==> config.mk <==
export PLATFORM = sky130hd
export DESIGN_NAME = spwm_table_reader
export DESIGN_NICKNAME = d
export VERILOG_FILES = /design/src/rtl/spwm_table_reader_pkg.sv /design/src/rtl/spwm_deadtime.sv /design/src/rtl/spwm_table_reader.sv
export SDC_FILE = /design/constraint.sdc
export NUM_CORES = 1
export LEC_CHECK = 0
export BUFFER_PORTS_ARGS = -buffer_cell sky130_fd_sc_hd__clkbuf_2
export CAP_MARGIN = 15
export CORE_MARGIN = 8
export CORE_UTILIZATION = 45
export CTS_CLUSTER_SIZE = 12
export DETAILED_ROUTE_END_ITERATION = 10
export SYNTH_ARGS = -nofsm -noshare
export SYNTH_HDL_FRONTEND = slang
export SYNTH_SLANG_ARGS = --single-unit
==> constraint.sdc <==
create_clock -name clk -period 7.9 [get_ports clk]
set_clock_uncertainty 0.2 [all_clocks]
set_input_delay 1.185 -clock clk [delete_from_list [all_inputs] [get_ports clk]]
set_output_delay 1.185 -clock clk [all_outputs]
set_load 0.02 [all_outputs]
==> src/rtl/spwm_table_reader_pkg.sv <==
// Shared widths, default constants and carrier direction type for the SPWM table reader.
package spwm_table_reader_pkg;

  localparam int unsigned TABLE_ADDR_W    = 10;
  localparam int unsigned SAMPLE_W        = 13;
  localparam int unsigned CARRIER_MAX_DEF = 5000;
  localparam int unsigned TABLE_LAST_DEF  = 88;
  localparam int unsigned DEAD_TIME_DEF   = 10;

  typedef enum logic {
    UP   = 1'b0,
    DOWN = 1'b1
  } carrier_dir_e;

endpackage

==> src/rtl/spwm_deadtime.sv <==
// Complementary gate pair from a raw PWM level, with both gates held low for
// DEAD_TIME cycles after every raw edge.
module spwm_deadtime
  import spwm_table_reader_pkg::*;
#(
  parameter int unsigned DEAD_TIME = DEAD_TIME_DEF
) (
  input  logic clk,
  input  logic rst,
  input  logic en,
  input  logic raw,
  output logic gate_hi,
  output logic gate_lo
);

  localparam int unsigned CNT_W = (DEAD_TIME > 0) ? $clog2(DEAD_TIME + 1) : 1;

  logic [CNT_W-1:0] cnt;
  logic [CNT_W-1:0] cnt_next;
  logic             raw_q;

  // A raw edge restarts the window; otherwise count down and stick at zero.
  always_comb begin
    cnt_next = cnt;
    if (raw != raw_q) begin
      cnt_next = CNT_W'(DEAD_TIME);
    end else if (cnt != '0) begin
      cnt_next = cnt - CNT_W'(1);
    end
  end

  always_ff @(posedge clk) begin
    if (rst) begin
      cnt     <= CNT_W'(DEAD_TIME);
      raw_q   <= 1'b0;
      gate_hi <= 1'b0;
      gate_lo <= 1'b0;
    end else if (!en) begin
      cnt     <= CNT_W'(DEAD_TIME);
      raw_q   <= raw;
      gate_hi <= 1'b0;
      gate_lo <= 1'b0;
    end else begin
      cnt   <= cnt_next;
      raw_q <= raw;
      if (cnt_next == '0) begin
        gate_hi <= raw;
        gate_lo <= ~raw;
      end else begin
        gate_hi <= 1'b0;
        gate_lo <= 1'b0;
      end
    end
  end

endmodule

==> src/rtl/spwm_table_reader.sv <==
// Half-sine table reader: triangle carrier, address sequencer, registered
// reference and compare feeding the dead-time gate stage.
module spwm_table_reader
  import spwm_table_reader_pkg::*;
#(
  parameter int unsigned CARRIER_MAX = CARRIER_MAX_DEF,
  parameter int unsigned TABLE_LAST  = TABLE_LAST_DEF,
  parameter int unsigned DEAD_TIME   = DEAD_TIME_DEF
) (
  input  logic                    clk,
  input  logic                    rst,
  input  logic                    en,
  output logic [TABLE_ADDR_W-1:0] teth_ta,
  input  logic [SAMPLE_W-1:0]     sine_in,
  output logic                    gate_hi,
  output logic                    gate_lo,
  output logic                    polarity,
  output logic                    period_done
);

  logic [SAMPLE_W-1:0] carrier;
  logic [SAMPLE_W-1:0] carrier_step;
  logic [SAMPLE_W-1:0] ref_q;
  carrier_dir_e        carrier_dir;
  logic                advance;
  logic                wrap;
  logic                raw;

  // Address steps at the carrier valley, i.e. once per full carrier period.
  always_comb begin
    carrier_step = (carrier_dir == UP) ? carrier + SAMPLE_W'(1) : carrier - SAMPLE_W'(1);
    advance      = en && (carrier_dir == DOWN) && (carrier == SAMPLE_W'(1));
    wrap         = advance && (teth_ta == TABLE_ADDR_W'(TABLE_LAST));
    raw          = ref_q > carrier;
  end

  always_ff @(posedge clk) begin
    if (rst) begin
      carrier     <= '0;
      carrier_dir <= UP;
      ref_q       <= '0;
      teth_ta     <= '0;
      polarity    <= 1'b0;
      period_done <= 1'b0;
    end else begin
      period_done <= 1'b0;
      if (en) begin
        carrier <= carrier_step;
        ref_q   <= sine_in;
        if (carrier_step == SAMPLE_W'(CARRIER_MAX)) begin
          carrier_dir <= DOWN;
        end else if (carrier_step == '0) begin
          carrier_dir <= UP;
        end
        // Full sine period ends when polarity returns from negative to positive.
        if (wrap) begin
          teth_ta     <= '0;
          polarity    <= ~polarity;
          period_done <= polarity;
        end else if (advance) begin
          teth_ta <= teth_ta + TABLE_ADDR_W'(1);
        end
      end
    end
  end

  spwm_deadtime #(
    .DEAD_TIME (DEAD_TIME)
  ) u_deadtime (
    .clk     (clk),
    .rst     (rst),
    .en      (en),
    .raw     (raw),
    .gate_hi (gate_hi),
    .gate_lo (gate_lo)
  );

endmodule

Yosys cells after proc, flatten, opt, wreduce, memory -nomap -nowiden
Index checks and enable logic that the tools add are counted.

Register bits: 46. Output and inout port bits: 14. Logic and storage cells: 45. Input bits: 16.

Add/subtract/negate cells: 4. Reductions and logical operators: 14. Bitwise operators: 5. Equality and inequality tests: 4. Mux-type cells: 7. Magnitude comparators: 1.

Operators with widths (number): $mux W10 (2); $add A13 B1 Y13 const B (1); $eq A13 B1 Y1 const B (1); $eq A13 B13 Y1 const B (1); $gt A13 B13 Y1 (1); $logic_not A13 Y1 (1); $mux W13 (1); $sub A13 B1 Y13 const B (1); $add A10 B1 Y10 const B (1); $eq A10 B7 Y1 const B (1); $mux W4 (2); $reduce_and A2 Y1 (3); $reduce_or A3 Y1 (2); $not A1 Y1 (5); $logic_not A4 Y1 (1); $reduce_bool A2 Y1 (2); $reduce_bool A4 Y1 (1); $sub A4 B1 Y4 const B (1); $logic_and A1 B1 Y1 (3); $mux W1 (2); $reduce_or A2 Y1 (1); $ne A1 B1 Y1 (1).

Longest topological paths before layout
Depth after elaboration: 6. Gate-level depth with buffers: 9. Gate-level depth less buffers: 9.

Cells and area by module
From an unflattened synthesis, not the netlist that was laid out.

Cell total of the unflattened synthesis: 313. Area total of the unflattened synthesis: 2765.2 um^2.

By module, submodules not included: spwm_table_reader (seq. area each 780.7 um^2, area an instance 2448.6 um^2, times used 1, cells an instance 282); spwm_deadtime (seq. area each 140.1 um^2, area an instance 316.6 um^2, times used 1, cells an instance 31).

Worst setup path after synthesis
OpenSTA, ideal clock, no wires.

Path kind: input port to flip-flop. Start point: in en. End point: reg carrier_dir. Stages on the path: 6. Setup slack: 5.099 ns. Arrival: 2.474 ns. Data required time: 7.573 ns. Path through: clkbuf_1 -> nand4_1 -> nor4_1 -> nand4_1 -> o311a_1 -> or3_1.

Cells in the longest elaborated chain, start to end: 1.

Ends and longest elaborated chain: start: declaration (RTL line spwm_table_reader.sv:12) `input logic en,`; $reduce_and A2 Y1 (no line); end signal: assignment (RTL line spwm_table_reader.sv:40) `carrier_dir <= UP;`; end signal: assignment (RTL line spwm_table_reader.sv:51) `carrier_dir <= DOWN;`; end signal: assignment (RTL line spwm_table_reader.sv:53) `carrier_dir <= UP;`; end: declaration (RTL line spwm_table_reader.sv:24) `carrier_dir_e carrier_dir;`.

Every way passes these cells. A chain may end at the register's enable or synchronous reset.

Worst setup path in the final report
Start point: in en. End point: reg teth_ta[5].

Cells in the longest elaborated chain, start to end: 5. Elaborated cells on any way between the ends: 6.

Ends and longest elaborated chain: $logic_and A1 B1 Y1 (2 in a row) (RTL line spwm_table_reader.sv:32) `advance = en && (carrier_dir == DOWN) && (carrier == SAMPLE_W'(1));`; $logic_and A1 B1 Y1 (RTL line spwm_table_reader.sv:33) `wrap = advance && (teth_ta == TABLE_ADDR_W'(TABLE_LAST));`; $reduce_bool A2 Y1 (no line); $reduce_and A2 Y1 (no line); end signal: assignment (RTL line spwm_table_reader.sv:61) `teth_ta <= teth_ta + TABLE_ADDR_W'(1);`; end: declaration (RTL line spwm_table_reader.sv:13) `output logic [TABLE_ADDR_W-1:0] teth_ta,`.

Several ways; a longest one is shown, not always the timed one.

==> results.txt <==
status = complete, no violations
dpl cell area = 2880 um^2
setup bufs post-CTS = 0
vias per std cell = 5.39
synth cell count leaders = dfxtp_1, nor2_1, xnor2_1, ha_1
final net count = 368
Vias = 2,205
number of synthesized flops with an enable pin = 0
Setup WS post-layout = 4.53 ns
core area = 5820 um^2
initial antenna violation count = 0
post-synthesis cell type count = 53
router iterations before antenna repair = 4
fill cell count = 598
Worst-Margin Slew = 0.824 ns
Port Buffer Count = 29
Boundary Pins = 30
Gate power share = 0.121
Area growth syn-to-layout = 12.0%
Clk Latency, worst-skew pair = 0.30 ns
FFs w/ async S/R, synth = 0
design area = 2990 um^2
final setup fails = 0
Total GRT Usage = 0.139
Num CTS Buffers = 5
# rows = 28
Setup Total Neg Slack = 0 ns
syn avg cell area = 8.75 um^2
final number of hold-violating endpoints = 0
# DRC = 0
Power Total = 0.000484 W
Post-synth top flop = dfxtp_1
min Tclk post-route = 3.37 ns
power density over the cells = 162 nW/um^2
Max Clk Rate = 297 MHz
root buf cell = clkbuf_8
ant diodes = 0
largest fanout on the critical path = 29
period utilization = 0.427
Mapped Area = 2670 um^2
Worst EP required = 7.93 ns
vias in the first global route = 2,100
largest net degree at the start of global routing = 33
Worst slew margin = 0.443
DRT Wirelength = 5730 um
YS warnings = 0
Hold Path Class = register to register
H-tree Lvls = 2
Initial Util = 0.459
first-pass GRT wire length = 10,000 um
post-synthesis sequential area ratio = 0.345
max-cap violations = 0
CTS tree = yes
area of the die = 8650 um^2
final estimated routing congestion in global placement = 0.844
area leader, netlist = dfxtp_1
Max Slew Vio Count = 0
clock group share of total power = 0.368
post-DP HPWL = 4300 um
Antenna Nets Post-Route = 0
largest cells by area after synthesis = dfxtp_1, ha_1, xnor2_1
die height = 93.0 um
grt ovf = 0
count leader, synth = dfxtp_1
leakage = 1.26 nW
clock slew at reported path FFs = 0.09 ns
Internal = 0.000362 W
Worst Setup End Kind = register
Sequential Power Share = 0.511
hold buffer count at cts = 0
Sw Pwr = 0.000122 W
Syn Nets = 340
initial DRC count = 122
cells after synthesis = 305
IR drop worst, VDD = 0.0911 mV
#FFs+latches synth = 46
Worst Path Class, Setup = input pin to register
post-cts sizing count = 0
Die Wd = 93.0 um
post-DR wirelength/cell = 14.0 um
Sw Ratio = 0.252
top-area cell type share of the netlist area = 0.345
RSZ-0062 raised after global routing = false
critical path launch point type = input pin
Longest Clk Path Bufs = 2
CP arrival = 3.40 ns
Placement Setup Slack = 4.19 ns
final core occ = 0.514
share of layout cells above drive strength 1 = 0.162
Clock Sinks = 46
power groups by stage:
stage               Combinational [W]  Clock (W)  Sequential, W
floorplan                   0.0000460          0       0.000250
global placement            0.0000587          0       0.000252
detailed placement          0.0000592          0       0.000252
CTS                         0.0000597   0.000185       0.000247
global route                0.0000678   0.000192       0.000248
finish                      0.0000587   0.000178       0.000247
cell usage in the layout (no fill, tap or decap), types with 3 or more instances in the layout:
cell type	netlist	layout
ha_1	19	19
a21oi_1	11	11
o21ai_0	5	5
nor4_1	3	3
nand3_1	11	11
a21o_1	7	7
xor2_1	5	5
inv_1	17	17
nand4_1	9	9
nand2_1	17	17
xnor2_1	25	25
clkbuf_8	0	5
nor2_1	37	37
clkbuf_2	0	29
dfxtp_1	46	46
or3_1	6	6
mux2i_1	16	16
or2_2	3	3
nor3_1	8	8
and3_1	9	9
clkinv_1	3	3
metrics by stage:
step / instances / hold WS, ns
floorplan: 305 / 0.196
global route: 409 / 0.255
finish: 409 / 0.236
CTS: 409 / 0.243
detailed placement: 401 / 0.229
global placement: 401 / 0.211
sequential cells by signal (all words and copies together), names as in the netlist:
signal / count
carrier: 13
carrier_dir: 1
period_done: 1
polarity: 1
ref_q: 13
teth_ta: 10
u_deadtime.cnt: 4
u_deadtime.gate_hi: 1
u_deadtime.gate_lo: 1
u_deadtime.raw_q: 1
cell families (layout without fill, tap and decap cells):
| kind of cell | Yosys count | count (layout) | share of synthesized area |
|---|---|---|---|
| xor+xnor | 30 | 30 | 0.0984 |
| fa+ha+maj | 19 | 19 | 0.0890 |
| mux | 17 | 17 | 0.0642 |
| compound gates | 40 | 40 | 0.114 |
| buf+inv | 30 | 59 | 0.0422 |
| simple gates | 123 | 123 | 0.247 |
| flops | 46 | 46 | 0.345 |
path summary, 6_finish.rpt:
path / from / to / slack (ns) / depth (start not counted)
max: en / teth_ta[5]$_SDFFE_PP0P_ / 4.53 / 7
min: u_deadtime.raw_q$_SDFF_PP0_ / u_deadtime.gate_lo$_SDFF_PP0_ / 0.24 / 1
max reg2reg: carrier_dir$_SDFFE_PP0P_ / carrier_dir$_SDFFE_PP0P_ / 4.80 / 7
min reg2reg: u_deadtime.raw_q$_SDFF_PP0_ / u_deadtime.gate_lo$_SDFF_PP0_ / 0.24 / 1
layout make-up:
type	count	area (um^2)	share of cell area
sequential	46	921	0.308
clock inverter	3	43.8	0.0146
timing repair buffer	29	145	0.0485
inverter	22	82.6	0.0276
multi-input combinational	229	1640	0.547
tap	75	93.8	0.0314
clock buffer	5	68.8	0.0230
worst max-delay path: stages:
cell and delay, ns:
clkbuf_2 0.60, nand3b_1 0.14, nor2_1 0.10, nor4b_2 0.50, nand4_1 0.34, or3_1 0.38
a21oi_1 0.14
metal layers:
metal,GRT usage,wire [um],vias to the layer above
li1,-,-,1133
met1,0.181,2900,1025
met5,0,0,-
met3,0.0304,205,7
met4,0.0403,55,0
met2,0.226,2570,40
Note: power is estimated with default switching activity, not from simulation.
